===== src/rtl/pyrite_bpi_pkg.sv =====
// Shared definitions for the BPI NOR flash sequencer: state encoding,
// wait-counter type and default pin-timing constants.
package pyrite_bpi_pkg;

    typedef enum logic [2:0] {
        ST_IDLE,
        ST_ADDR,
        ST_RD,
        ST_WR,
        ST_WR_HOLD,
        ST_TURN
    } state_t;

    typedef logic [7:0] cnt_t;

    localparam int unsigned DEF_FLASH_ADDR_W = 25;
    localparam int unsigned DEF_FLASH_DATA_W = 16;
    localparam int unsigned DEF_FLASH_RGN_W  = 1;
    localparam int unsigned DEF_T_ADV        = 2;
    localparam int unsigned DEF_T_RD         = 8;
    localparam int unsigned DEF_T_WR         = 6;
    localparam int unsigned DEF_T_TURN       = 2;

    // A state lasting N cycles loads N-1 and leaves when the counter reads zero.
    function automatic cnt_t wait_load(input int unsigned cycles);
        return cnt_t'(cycles - 1);
    endfunction

endpackage


===== src/rtl/pyrite_bpi_flash_seq.sv =====
// BPI NOR flash sequencer: turns one valid/ready command into a complete
// CE#/ADV#/OE#/WE# bus cycle with programmable wait states. Every output
// is a flop so the flash pins never see a combinational path.
module pyrite_bpi_flash_seq
    import pyrite_bpi_pkg::*;
#(
    parameter int unsigned FLASH_ADDR_W = DEF_FLASH_ADDR_W,
    parameter int unsigned FLASH_DATA_W = DEF_FLASH_DATA_W,
    parameter int unsigned FLASH_RGN_W  = DEF_FLASH_RGN_W,
    parameter int unsigned T_ADV        = DEF_T_ADV,
    parameter int unsigned T_RD         = DEF_T_RD,
    parameter int unsigned T_WR         = DEF_T_WR,
    parameter int unsigned T_TURN       = DEF_T_TURN
) (
    input  logic                            clk,
    input  logic                            rst_n,
    input  logic                            cmd_valid,
    output logic                            cmd_ready,
    input  logic                            cmd_write,
    input  logic [FLASH_RGN_W+FLASH_ADDR_W-1:0] cmd_addr,
    input  logic [FLASH_DATA_W-1:0]         cmd_wdata,
    output logic                            rsp_valid,
    output logic [FLASH_DATA_W-1:0]         rsp_rdata,
    output logic                            busy,
    input  logic [FLASH_DATA_W-1:0]         flash_dq_i,
    output logic [FLASH_DATA_W-1:0]         flash_dq_o,
    output logic                            flash_dq_oe,
    output logic [FLASH_ADDR_W-1:0]         flash_addr,
    output logic [FLASH_RGN_W-1:0]          flash_region,
    output logic                            flash_region_oe,
    output logic                            flash_ce_n,
    output logic                            flash_oe_n,
    output logic                            flash_we_n,
    output logic                            flash_adv_n
);

    // Wait-state counts outside 1..255 cannot be held by the 8-bit counter.
    if (T_ADV == 0 || T_ADV > 255 || T_RD == 0 || T_RD > 255 ||
        T_WR == 0 || T_WR > 255 || T_TURN == 0 || T_TURN > 255) begin : g_bad_timing
        $error("pyrite_bpi_flash_seq: timing parameters must lie in 1..255");
    end

    state_t                  state;
    cnt_t                    cnt;
    logic                    wr_q;
    logic [FLASH_DATA_W-1:0] wdata_q;

    // Single sequencing FSM; each pin is updated on the state transition
    // that enters the phase where it changes, so outputs stay registered.
    always_ff @(posedge clk) begin
        if (!rst_n) begin
            state           <= ST_IDLE;
            cnt             <= '0;
            wr_q            <= 1'b0;
            wdata_q         <= '0;
            cmd_ready       <= 1'b0;
            busy            <= 1'b0;
            rsp_valid       <= 1'b0;
            rsp_rdata       <= '0;
            flash_dq_o      <= '0;
            flash_dq_oe     <= 1'b0;
            flash_addr      <= '0;
            flash_region    <= '0;
            flash_region_oe <= 1'b0;
            flash_ce_n      <= 1'b1;
            flash_oe_n      <= 1'b1;
            flash_we_n      <= 1'b1;
            flash_adv_n     <= 1'b1;
        end else begin
            rsp_valid <= 1'b0;
            case (state)
                ST_IDLE: begin
                    cmd_ready <= 1'b1;
                    if (cmd_valid && cmd_ready) begin
                        wr_q            <= cmd_write;
                        wdata_q         <= cmd_wdata;
                        flash_addr      <= cmd_addr[FLASH_ADDR_W-1:0];
                        flash_region    <= cmd_addr[FLASH_ADDR_W +: FLASH_RGN_W];
                        flash_region_oe <= 1'b1;
                        flash_ce_n      <= 1'b0;
                        flash_adv_n     <= 1'b0;
                        cmd_ready       <= 1'b0;
                        busy            <= 1'b1;
                        cnt             <= wait_load(T_ADV);
                        state           <= ST_ADDR;
                    end
                end
                ST_ADDR: begin
                    if (cnt != '0) begin
                        cnt <= cnt - 1'b1;
                    end else begin
                        flash_adv_n <= 1'b1;
                        if (wr_q) begin
                            flash_we_n  <= 1'b0;
                            flash_dq_oe <= 1'b1;
                            flash_dq_o  <= wdata_q;
                            cnt         <= wait_load(T_WR);
                            state       <= ST_WR;
                        end else begin
                            flash_oe_n <= 1'b0;
                            cnt        <= wait_load(T_RD);
                            state      <= ST_RD;
                        end
                    end
                end
                ST_RD: begin
                    if (cnt != '0) begin
                        cnt <= cnt - 1'b1;
                    end else begin
                        rsp_rdata       <= flash_dq_i;
                        rsp_valid       <= 1'b1;
                        flash_ce_n      <= 1'b1;
                        flash_oe_n      <= 1'b1;
                        flash_region_oe <= 1'b0;
                        cnt             <= wait_load(T_TURN);
                        state           <= ST_TURN;
                    end
                end
                ST_WR: begin
                    if (cnt != '0) begin
                        cnt <= cnt - 1'b1;
                    end else begin
                        flash_we_n <= 1'b1;
                        cnt        <= '0;
                        state      <= ST_WR_HOLD;
                    end
                end
                ST_WR_HOLD: begin
                    rsp_valid       <= 1'b1;
                    flash_ce_n      <= 1'b1;
                    flash_dq_oe     <= 1'b0;
                    flash_region_oe <= 1'b0;
                    cnt             <= wait_load(T_TURN);
                    state           <= ST_TURN;
                end
                ST_TURN: begin
                    if (cnt != '0) begin
                        cnt <= cnt - 1'b1;
                    end else begin
                        busy      <= 1'b0;
                        cmd_ready <= 1'b1;
                        cnt       <= '0;
                        state     <= ST_IDLE;
                    end
                end
                default: begin
                    state <= ST_IDLE;
                end
            endcase
        end
    end

endmodule


===== config.mk =====
export PLATFORM = sky130hd
export DESIGN_NAME = pyrite_bpi_flash_seq
export DESIGN_NICKNAME = d
export VERILOG_FILES = /design/src/rtl/pyrite_bpi_pkg.sv /design/src/rtl/pyrite_bpi_flash_seq.sv
export SDC_FILE = /design/constraint.sdc
export NUM_CORES = 1
export LEC_CHECK = 0
export ABC_AREA = 1
export BUFFER_PORTS_ARGS = -buffer_cell sky130_fd_sc_hd__buf_2
export CORE_UTILIZATION = 56
export CTS_BUF_LIST = sky130_fd_sc_hd__clkbuf_8
export CTS_CLUSTER_SIZE = 28
export DETAILED_ROUTE_END_ITERATION = 8
export MAX_ROUTING_LAYER = met4
export PLACE_DENSITY = 0.9
export SLEW_MARGIN = 20
export SYNTH_ARGS = -nofsm -noshare
export SYNTH_HDL_FRONTEND = slang
export SYNTH_SLANG_ARGS = --single-unit
export TNS_END_PERCENT = 50

===== constraint.sdc =====
create_clock -name clk -period 4.36 [get_ports clk]
set_clock_uncertainty 0.15 [all_clocks]
set_input_delay 1.09 -clock clk [delete_from_list [all_inputs] [get_ports clk]]
set_output_delay 1.09 -clock clk [all_outputs]
set_load 0.1 [all_outputs]

==> load_flow_metrics.sql, run 1 <==
INSERT INTO impl_metrics (metric_group, metric, value, unit) VALUES
('run_status', 'run_status', 'finished with violations', ''),
('run_status', 'violations_in_the_final_reports', 'design-rule violations', ''),
('timing', 'min_period_over_period', '60.02', '%'),
('timing', 'final.min_clock_period', '2.617', 'ns'),
('critical_path', 'crit_path_cell_trace', 'buf_2, clkinv_2, a21oi_1', ''),
('placed_design', 'dp_wirelength', '5528', 'um'),
('cts', 'cts_resized', '0', ''),
('layout', 'final_design_area_no_fill', '0.004546', 'mm2'),
('layout', 'final-instance-count-excl-fill', '684', ''),
('grt', 'gr_util_all_layers', '24.80', '%'),
('cts', 'ctsLongestPathBuffers', '2', ''),
('pwr', 'vdd_ir_drop_max', '0.3645', 'mV'),
('layout', 'mostFrequentLayoutCells', 'nand2_1, buf_2, dfxtp_1', ''),
('critical_path', 'setup.worst_path.start_class', 'input port', ''),
('timing', 'finalHoldViolCount', '0', ''),
('pwr', 'power.switching', '1.492', 'mW'),
('pwr', 'power_density', '679.3', 'mW/mm2'),
('synthesis', 'ys_warns', '0', ''),
('detailed_routing', 'route.detailed.drc', '14', ''),
('detailed_routing', 'route.final.wire_length', '8265', 'um'),
('grt', 'grt_max_degree', '67', ''),
('synthesis', 'synth_largest_type_area_fraction', '50.36', '%'),
('cts', 'clkSlewWorstSetupHoldPaths', '0.09', 'ns'),
('synthesis', 'mappedNetlistNets', '551', ''),
('cts', 'cts.sinks', '95', ''),
('detailed_routing', 'detailedRoute.firstPassIterationCount', '6', ''),
('pwr', 'swShare', '48.32', '%'),
('critical_path', 'cp_max_fo', '66', ''),
('grt', 'global_route_wire_length_before_repair', '13850', 'um'),
('timing', 'achievable-frequency', '382.2', 'MHz'),
('synthesis', 'synth_area_leaders', 'dfxtp_1, nand2_1, a21oi_1', ''),
('die', 'initial_utilization', '58.80', '%'),
('grt', 'antenna_found_initial', '0', ''),
('die', 'placementRows', '29', ''),
('synthesis', 'ys_ff_latch', '95', ''),
('placed_design', 'placement.setup.worst_slack', '1.499', 'ns'),
('cts', 'clock_insertion_delay_worst_skew', '0.36', 'ns'),
('layout', 'synthToLayoutAreaGrowth', '20.38', '%'),
('detailed_routing', 'avgViaCountPerCell', '5.120', ''),
('synthesis', 'post-synth-top-area-cell', 'dfxtp_1', ''),
('critical_path', 'worst_ep_required_time', '4.47', 'ns'),
('layout', 'final_net_count', '665', ''),
('die', 'io_pins', '129', ''),
('synthesis', 'syn_area', '0.003776', 'mm2'),
('grt', 'first_global_vias', '3247', ''),
('timing', 'worst_pin_slew', '0.9184', 'ns'),
('cts', 'cts_root_buffer', 'clkbuf_8', ''),
('synthesis', 'post_synth_inst_count', '488', ''),
('die', 'die_area', '0.007075', 'mm2'),
('critical_path', 'critical_path_class', 'in2reg', ''),
('pwr', 'power_frac_seq', '35.4', '%'),
('detailed_routing', 'dr_total_vias', '3502', ''),
('placed_design', 'place.detailed.instances', '668', ''),
('critical_path', 'cp_slowest_cell', 'clkinv_2', ''),
('timing', 'maxSlewHeadroom', '38.70', '%'),
('layout', 'diodes_inserted', '0', ''),
('critical_path', 'max_incr_delay_on_cp', '0.83', 'ns'),
('detailed_routing', 'ant_nets', '0', ''),
('critical_path', 'critical_path_arrival', '2.73', 'ns'),
('critical_path', 'cp.buffers_inverters', '2', ''),
('pwr', 'combinational_share_of_power', '46.2', '%'),
('synthesis', 'post_synth.cell_area_avg', '7.738', 'um2'),
('die', 'floorplan.die.width', '84.12', 'um'),
('placed_design', 'post_dp_cell_area', '0.004348', 'mm2'),
('layout', 'layout.cells.most_common', 'nand2_1', ''),
('cts', 'cts-hold-fix-buffers', '0', ''),
('cts', 'cts_buffers', '9', ''),
('detailed_routing', 'drt_first_iter_violations', '240', ''),
('critical_path', 'cp-end-kind', 'register', ''),
('layout', 'drive_above_1_share', '30.97', '%'),
('critical_path', 'critPathTopFamily', 'buffers and inverters', '');
## Yosys cell counts
library cell,number
nand3_2,2
buf_4,1
a21oi_2,10
nand2_1,142
nand2_2,15
nand4_1,5
ha_1,1
nor2_8,1
a31oi_1,1
o21bai_1,2
dfxtp_1,95
inv_1,19
a22oi_1,1
nor3_1,1
nand3b_1,1
o21ai_1,16
a21oi_1,60
nor2_4,2
nand3_1,12
inv_2,7
buf_2,9
or2_2,2
buf_1,3
o21ai_0,7
clkbuf_1,5
nor2_2,3
a21o_1,1
xor2_1,2
nor2_1,53
buf_6,8
nand2_4,1
## layer usage
layer  track usage (%)  vias up  part of all wire, %
met1             28.17     1587                   45
met5                 -        -                    0
met4             6.740        0                  1.1
li1                  -     1776                    -
met2             43.00      127                   47
met3             6.726       12                  7.2
## cells by family after synthesis
family | after synthesis | synth area share [%]
simple gates | 240 | 27.40
buf+inv | 52 | 7.157
flops | 95 | 50.36
fa+ha+maj | 1 | 0.3313
compound gates | 98 | 14.28
xor+xnor | 2 | 0.4640
## area by class of cell
class	instances	area (um2)
repair buffers	129	648.1
fillers	490	1877
flip-flops and latches	95	1902
clock buffers	9	123.9
inverters	26	98.84
well taps	77	96.34
clock inverters	7	72.57
multi-input cells	341	1604
## flip-flops by register name (all words and copies together), names as in the netlist
| register | cells |
|---|---|
| flash_dq_oe | 1 |
| rsp_rdata | 16 |
| flash_we_n | 1 |
| flash_oe_n | 1 |
| cnt | 8 |
| flash_ce_n | 1 |
| wdata_q | 16 |
| flash_addr | 25 |
| flash_region_oe | 1 |
| busy | 1 |
| flash_adv_n | 1 |
| flash_region | 1 |
| flash_dq_o | 16 |
| rsp_valid | 1 |
| cmd_ready | 1 |
| state | 3 |
| wr_q | 1 |
## tightest hold or removal path: cells and delay by family (launching register included)
kind	cells	cell delay (ns)
AO/OA/AOI/OAI	1	0.05
buffers and inverters	1	0.04
flip-flops	1	0.31
## worst paths after layout
check / from / cells after the start / endpoint
worst max-delay path: rst_n / 3 / wdata_q[11]$_SDFFE_PN0P_
worst min-delay path: flash_region_oe$_SDFFE_PN0P_ / 2 / flash_region_oe$_SDFFE_PN0P_
worst max register to register: state[2]$_SDFFE_PN0P_ / 8 / flash_addr[10]$_SDFFE_PN0P_
worst min register to register: flash_region_oe$_SDFFE_PN0P_ / 2 / flash_region_oe$_SDFFE_PN0P_
## power groups by stage
stage | clock, mW | combinational, mW | sequential (mW)
3_5_place_dp | 0 | 1.42 | 1.11
2_1_floorplan | 0 | 0.727 | 1.61
3_3_place_gp | 0 | 1.39 | 1.11
5_1_grt | 0.608 | 1.56 | 1.11
4_1_cts | 0.579 | 1.42 | 1.09
6_report | 0.567 | 1.43 | 1.09
## per-stage QoR
step	power, mW	utilization (%)
4_1_cts	3.095	70.76
2_1_floorplan	2.332	-
3_5_place_dp	2.530	67.70
6_report	3.088	70.78
5_1_grt	3.274	70.78
3_3_place_gp	2.495	67.70
(Power assumes the default switching activity.)
==> inputs of run 2 (changes only) <==
Settings changed: ABC_AREA 1 to 0, CORE_UTILIZATION 56 to 46, PLACE_DENSITY 0.9 to 0.8.
Clock period 4.36 ns to 2.4 ns, I/O delays scaled along.
==> run 2 against run 1 <==
Against the previous run:
- utilization down 12 points
- largest cell class unchanged
- the flow now finishes without violations
- critical path depth grew 3
- register-to-register slack got worse by 1.9 ns
- routed wire length increased by 2.9%
- combinational power increased by 96%
- die area grew 18%
- area after synthesis decreased by 3.0%
- cell area grew 0.44%
- power grew 90%
==> load_flow_metrics.sql, run 2 <==
INSERT INTO impl_metrics (metric_group, metric, value, unit) VALUES
('critical_path', 'timing.rr.end', 'rsp_rdata[14]$_SDFFE_PN0P_', ''),
('detailed_routing', 'wirelength_met1', '3604', 'um'),
('critical_path', 'worst_ep_required_time', '2.49', 'ns'),
('job', 'maxCapViolations', '0', ''),
('timing', 'worst_slack', '0.1900', 'ns'),
('timing', 'final.min_clock_period', '2.210', 'ns'),
('layout', 'mostFrequentLayoutCells', 'buf_2, nand2_1, dfxtp_1', ''),
('placed_design', 'place.detailed.instances', '642', ''),
('synthesis', 'post_synth_inst_count', '435', ''),
('pwr', 'vdd_ir_drop_max', '0.6962', 'mV'),
('worst_hold_path', 'worst_hold_path_type', 'reg2reg', ''),
('layout', 'multi_input_comb_area', '0.001587', 'mm2'),
('grt', 'antenna_found_initial', '0', ''),
('cts', 'clock_tree_from_tritoncts', 'done', ''),
('critical_path', 'critical_path_class', 'reg2reg', ''),
('run_status', 'run_status', 'completed', ''),
('timing', 'grt_setup_unrepaired', 'true', ''),
('pwr', 'design_power_total', '5.874', 'mW'),
('cts', 'ctsLongestPathBuffers', '2', ''),
('detailed_routing', 'dr_total_vias', '3362', ''),
('detailed_routing', 'drt_first_iter_violations', '201', ''),
('cts', 'cts_root_buffer', 'clkbuf_8', ''),
('timing', 'worst_pin_slew', '0.6219', 'ns'),
('detailed_routing', 'ant_nets', '0', ''),
('layout', 'final_core_utilization', '59.08', '%'),
('layout', 'final_design_area_no_fill', '0.004566', 'mm2'),
('layout', 'synthToLayoutAreaGrowth', '24.71', '%'),
('timing', 'setup-violations-final', '0', ''),
('placed_design', 'globalplace.congestion', '0.8530', ''),
('die', 'io_pins', '129', ''),
('synthesis', 'ys_warns', '0', ''),
('grt', 'global_route_wire_length_before_repair', '14350', 'um'),
('detailed_routing', 'dr_wl_met2', '4296', 'um'),
('cts', 'clock_insertion_delay_worst_skew', '0.36', 'ns'),
('detailed_routing', 'detailedRoute.firstPassIterationCount', '4', ''),
('layout', 'final_net_count', '614', ''),
('cts', 'cts-hold-fix-buffers', '0', ''),
('placed_design', 'dp_wirelength', '5826', 'um'),
('layout', 'final-instance-count-excl-fill', '658', ''),
('synthesis', 'synth_ff_type', 'dfxtp_1', ''),
('grt', 'gr_util_all_layers', '21.84', '%'),
('synthesis', 'synth-edff-count', '0', ''),
('cts', 'cts_buffers', '9', ''),
('critical_path', 'critical_path_arrival', '2.30', 'ns'),
('timing', 'tns', '0', 'ns'),
('die', 'dieHeight', '91.21', 'um'),
('layout', 'layout.filler_cells', '689', ''),
('worst_hold_path', 'hold_start', 'wdata_q[5]$_SDFFE_PN0P_', ''),
('worst_hold_path', 'worstHoldEndpoint', 'flash_dq_o[5]$_SDFFE_PN0P_', ''),
('timing', 'finalHoldViolCount', '0', ''),
('synthesis', 'synthMostInstantiatedCell', 'nand2_1', ''),
('pwr', 'power_density', '1287', 'mW/mm2'),
('layout', 'largest_register', 'flash_addr', ''),
('detailed_routing', 'route.detailed.drc', '0', ''),
('cts', 'cts.sinks', '95', ''),
('die', 'placeableCoreArea', '0.007727', 'mm2'),
('worst_hold_path', 'hold_depth', '2', ''),
('detailed_routing', 'topRoutingLayerUsed', 'met4', ''),
('cts', 'clock_tree.htree_level_count', '3', ''),
('synthesis', 'async_flop_share', '0', '%'),
('synthesis', 'synth_area_leaders', 'dfxtp_1, nand2_1, a21oi_1', ''),
('die', 'floorplan.die.width', '91.21', 'um'),
('placed_design', 'post_dp_cell_area', '0.004380', 'mm2'),
('critical_path', 'rr_startpoint', 'cnt[1]$_SDFFE_PN0P_', ''),
('grt', 'first_global_vias', '3197', ''),
('placed_design', 'placement.setup.worst_slack', '0.1854', 'ns'),
('synthesis', 'syn_area', '0.003661', 'mm2'),
('synthesis', 'ys_seq_area_share', '51.95', '%'),
('synthesis', 'synth.lib_cells_used.distinct', '40', ''),
('synthesis', 'synthTopCellsByCount', 'nand2_1, dfxtp_1, a21oi_1, nand3_1, nor2_1', ''),
('layout', 'largest_register_ff_count', '25', ''),
('layout', 'layout.cells.most_common', 'buf_2', ''),
('timing', 'min_period_over_period', '92.09', '%'),
('critical_path', 'cp_max_fo', '20', ''),
('synthesis', 'ys_ff_latch', '95', ''),
('layout', 'sequential_cell_area', '0.001902', 'mm2'),
('critical_path', 'cp-end-kind', 'register', ''),
('die', 'initial_utilization', '47.38', '%'),
('timing', 'maxSlewHeadroom', '58.54', '%'),
('layout', 'drive_above_1_share', '28.78', '%'),
('die', 'placementRows', '32', ''),
('detailed_routing', 'avgViaCountPerCell', '5.109', ''),
('grt', 'grt_max_degree', '46', ''),
('cts', 'clkSlewWorstSetupHoldPaths', '0.11', 'ns'),
('detailed_routing', 'route.final.wire_length', '8507', 'um'),
('synthesis', 'post_synth.cell_area_avg', '8.416', 'um2'),
('detailed_routing', 'route.met3.wl', '461', 'um'),
('timing', 'achievable-frequency', '452.5', 'MHz'),
('critical_path', 'rr_worst_depth', '6', ''),
('die', 'die_area', '0.008319', 'mm2'),
('grt', 'grt_overflow_total', '0', ''),
('detailed_routing', 'wire_per_inst', '12.93', 'um'),
('critical_path', 'setup.worst_path.start_class', 'register', ''),
('synthesis', 'synth_largest_type_area_fraction', '51.95', '%'),
('layout', 'diodes_inserted', '0', ''),
('placed_design', 'port-buffer-count', '128', ''),
('critical_path', 'reg2reg_setup_slack', '0.19', 'ns'),
('synthesis', 'post-synth-top-area-cell', 'dfxtp_1', ''),
('timing', 'timing_max_transition_violations_final', '0', ''),
('timing', 'hold_ws', '0.2891', 'ns'),
('synthesis', 'mappedNetlistNets', '498', ''),
('pwr', 'static-leakage-power', '2.076', 'nW');
run 2: cell count changes after synthesis, sizes merged, moves of 4 or more:
cell and delta:
nand2 -41, nor2 -38, inv -19, mux2i +17, a21oi -13, clkbuf +11, nand3 +7, buf -6
nor3b +5, nand2b +4, nor3 +4
run 2: cell families after synthesis:
group	Yosys count	synth area share, %
compound gates	96	14.35
xor+xnor	1	0.2393
fa+ha+maj	1	0.3417
buf+inv	38	4.921
flops	95	51.95
mux	17	4.648
simple gates	187	23.55
run 2: worst max-delay path by stage:
stage / start / endpoint / slack, ns / cells after the start
after global placement: cnt[1]$_SDFFE_PN0P_ / rsp_rdata[15]$_SDFFE_PN0P_ / 0.28 / 6
after detailed placement: cnt[1]$_SDFFE_PN0P_ / rsp_rdata[14]$_SDFFE_PN0P_ / 0.19 / 6
after floorplan: cmd_ready$_SDFFE_PN0P_ / state[0]$_SDFFE_PN0P_ / 0.27 / 4
after CTS: cnt[1]$_SDFFE_PN0P_ / rsp_rdata[14]$_SDFFE_PN0P_ / 0.17 / 6
final: cnt[1]$_SDFFE_PN0P_ / rsp_rdata[14]$_SDFFE_PN0P_ / 0.19 / 6
after global routing: cnt[1]$_SDFFE_PN0P_ / rsp_rdata[0]$_SDFFE_PN0P_ / -0.002 / 6
run 2: worst max-delay path, cell delays in order, from the launching register on:
cell and delay (ns):
dfxtp_1 0.34, inv_1 0.08, ha_1 0.16, nor3b_4 0.50, nand4b_4 0.49, mux2i_1 0.31
nor2_1 0.06
run 2: metal layers:
| layer | vias to the layer above | global-route usage [%] |
|---|---|---|
| met5 | - | - |
| met4 | 0 | 8.995 |
| met3 | 13 | 3.350 |
| met2 | 106 | 37.31 |
| met1 | 1543 | 25.67 |
| li1 | 1700 | - |
run 2: area by class of cell:
| class | count | share of cell area [%] |
|---|---|---|
| flip-flops and latches | 95 | 41.66 |
| multi-input cells | 302 | 34.75 |
| repair buffers | 136 | 16.17 |
| well taps | 102 | 2.795 |
| clock buffers | 9 | 2.713 |
| clock inverters | 7 | 1.343 |
| inverters | 7 | 0.5755 |
run 2: where the power goes:
group	internal (mW)	leakage [nW]	switching, mW
combinational	0.720	1.22	2.08
sequential	1.84	0.771	0.234
clock	0.397	0.0888	0.604
total	2.96	2.08	2.92
run 2: what timing repair did:
action                     4_1_cts  5_1_grt
setup endpoints to repair        0        7
resized for setup                0        0
setup buffers                    0        0
==> inputs of run 3 (changes only) <==
Settings changed: CORE_UTILIZATION 46 to 55, PLACE_DENSITY 0.8 to 0.89.
Clock period 2.4 ns to 2.65 ns, I/O delays scaled along.
==> run 3 against run 2 <==
Against the previous run:
- utilization rose by 13 points
- first-iteration DRC count rose by 8.0%
- critical path depth did not move
- combinational power fell by 10%
- worst hold slack improved by 0.0073 ns
- die area fell by 16%
- global-route usage rose by 3.7 points
- non-clock buffer count fell by 2
- sequential share of layout area fell by 0.22 points
- flip-flop and latch count did not move
- critical endpoint is now rsp_rdata[13]$_SDFFE_PN0P_
- largest cell class unchanged
- largest power group unchanged
==> load_flow_metrics.sql, run 3 (synthesis gave the netlist of run 2 again) <==
INSERT INTO impl_metrics (metric_group, metric, value, unit) VALUES
('run_status', 'run_status', 'completed', ''),
('cts', 'cts_resized', '0', ''),
('timing', 'worst_pin_slew', '0.7084', 'ns'),
('pwr', 'cell_internal_pwr', '3.039', 'mW'),
('die', 'floorplan.die.width', '83.59', 'um'),
('timing', 'maxSlewHeadroom', '52.34', '%'),
('pwr', 'vdd_ir_drop_max', '0.8984', 'mV'),
('cts', 'cts.sinks', '95', ''),
('timing', 'worst_slack', '0.2908', 'ns'),
('grt', 'first_global_vias', '3154', ''),
('pwr', 'p_clk_share', '22.2', '%'),
('critical_path', 'setup.worst_path.start_class', 'register', ''),
('timing', 'setup-violations-final', '0', ''),
('cts', 'postCtsSetupBuffers', '0', ''),
('pwr', 'power.switching', '2.600', 'mW'),
('worst_hold_path', 'worst_hold_path_type', 'reg2reg', ''),
('cts', 'ctsLongestPathBuffers', '2', ''),
('cts', 'clock_tree_from_tritoncts', 'done', ''),
('layout', 'layout.filler_cells', '485', ''),
('grt', 'gr_util_all_layers', '25.52', '%'),
('pwr', 'power_frac_seq', '33.4', '%'),
('cts', 'clock_insertion_delay_worst_skew', '0.35', 'ns'),
('timing', 'grt_setup_unrepaired', 'false', ''),
('grt', 'global_route_wire_length_before_repair', '14260', 'um'),
('pwr', 'static-leakage-power', '2.091', 'nW'),
('critical_path', 'rr_worst_depth', '6', ''),
('grt', 'grt_overflow_total', '0', ''),
('layout', 'final_design_area_no_fill', '0.004589', 'mm2'),
('placed_design', 'globalplace.congestion', '0.8570', ''),
('timing', 'finalHoldViolCount', '0', ''),
('timing', 'min_period_over_period', '89.03', '%'),
('die', 'placementRows', '29', ''),
('pwr', 'swShare', '46.11', '%'),
('die', 'placeableCoreArea', '0.006386', 'mm2'),
('timing', 'hold_ws', '0.2964', 'ns'),
('detailed_routing', 'avgViaCountPerCell', '5.306', ''),
('detailed_routing', 'route.final.wire_length', '8444', 'um'),
('layout', 'largest_register', 'flash_addr', ''),
('layout', 'mostFrequentLayoutCells', 'buf_2, nand2_1, dfxtp_1', ''),
('timing', 'achievable-frequency', '423.9', 'MHz'),
('timing', 'tns', '0', 'ns'),
('grt', 'grt_max_degree', '36', ''),
('pwr', 'combinational_share_of_power', '44.4', '%'),
('layout', 'final-instance-count-excl-fill', '631', ''),
('layout', 'layout.cells.most_common', 'buf_2', ''),
('critical_path', 'worst_ep_required_time', '2.73', 'ns'),
('critical_path', 'critical_path_class', 'reg2reg', ''),
('job', 'maxCapViolations', '0', ''),
('cts', 'clock_tree.htree_level_count', '3', ''),
('critical_path', 'cp-end-kind', 'register', ''),
('layout', 'final_core_utilization', '71.87', '%'),
('cts', 'clkSlewWorstSetupHoldPaths', '0.09', 'ns'),
('grt', 'antenna_found_initial', '0', ''),
('die', 'die_area', '0.006986', 'mm2'),
('die', 'io_pins', '129', ''),
('detailed_routing', 'wire_per_inst', '13.38', 'um'),
('detailed_routing', 'route.detailed.drc', '0', ''),
('timing', 'timing_max_transition_violations_final', '0', ''),
('layout', 'largest_register_ff_count', '25', ''),
('die', 'initial_utilization', '57.33', '%'),
('critical_path', 'cp_max_fo', '20', ''),
('pwr', 'power_density', '1229', 'mW/mm2'),
('critical_path', 'critical_path_arrival', '2.44', 'ns'),
('placed_design', 'placement.setup.worst_slack', '0.3318', 'ns'),
('placed_design', 'place.detailed.instances', '615', ''),
('timing', 'final.min_clock_period', '2.359', 'ns'),
('worst_hold_path', 'hold_depth', '2', ''),
('cts', 'cts-hold-fix-buffers', '0', ''),
('placed_design', 'post_dp_cell_area', '0.004314', 'mm2'),
('layout', 'synthToLayoutAreaGrowth', '25.36', '%'),
('placed_design', 'port-buffer-count', '128', ''),
('layout', 'final_net_count', '612', ''),
('detailed_routing', 'dr_total_vias', '3348', ''),
('detailed_routing', 'detailedRoute.firstPassIterationCount', '5', ''),
('detailed_routing', 'drt_first_iter_violations', '217', ''),
('placed_design', 'dp_wirelength', '5872', 'um'),
('cts', 'cts_buffers', '9', ''),
('layout', 'diodes_inserted', '0', ''),
('die', 'dieHeight', '83.59', 'um'),
('cts', 'cts_root_buffer', 'clkbuf_8', ''),
('layout', 'drive_above_1_share', '28.70', '%'),
('detailed_routing', 'ant_nets', '0', ''),
('pwr', 'design_power_total', '5.639', 'mW');
[run 3: cell type report]
class | instances | area [um2] | share of cell area, %
clock buffer | 10 | 137.6 | 2.999
tap | 77 | 96.34 | 2.099
timing repair buffer | 134 | 698.2 | 15.21
clock inverter | 6 | 137.6 | 2.999
sequential | 95 | 1902 | 41.44
multi-input combinational | 302 | 1592 | 34.68
inverter | 7 | 26.28 | 0.5725
[run 3: critical path: stages, from the launching register on]
cell and delay [ns]:
dfxtp_1 0.33, inv_1 0.09, ha_1 0.18, nor3b_4 0.58, nand4b_4 0.52, mux2i_1 0.31
nor2_1 0.06
[run 3: worst paths after layout]
path / start / endpoint / slack, ns
max: cnt[1]$_SDFFE_PN0P_ / rsp_rdata[13]$_SDFFE_PN0P_ / 0.29
min reg2reg: wdata_q[0]$_SDFFE_PN0P_ / flash_dq_o[0]$_SDFFE_PN0P_ / 0.30
min: wdata_q[0]$_SDFFE_PN0P_ / flash_dq_o[0]$_SDFFE_PN0P_ / 0.30
max reg2reg: cnt[1]$_SDFFE_PN0P_ / rsp_rdata[13]$_SDFFE_PN0P_ / 0.29
[run 3: metal layers]
layer	wire [um]	GRT usage (%)	vias up
met5	0	-	-
met2	4303	42.94	104
met3	569	5.341	6
met1	3517	30.51	1541
met4	53	8.475	0
li1	-	-	1697
[run 3: power by group through the flow]
stage          logic (mW)  clock network, mW  registers, mW
6_report             2.51               1.25           1.88
4_1_cts              2.51               1.27           1.88
5_1_grt              2.68               1.33           1.92
3_3_place_gp         2.44                  0           1.89
3_5_place_dp         2.50                  0           1.91
2_1_floorplan        1.14                  0           2.84
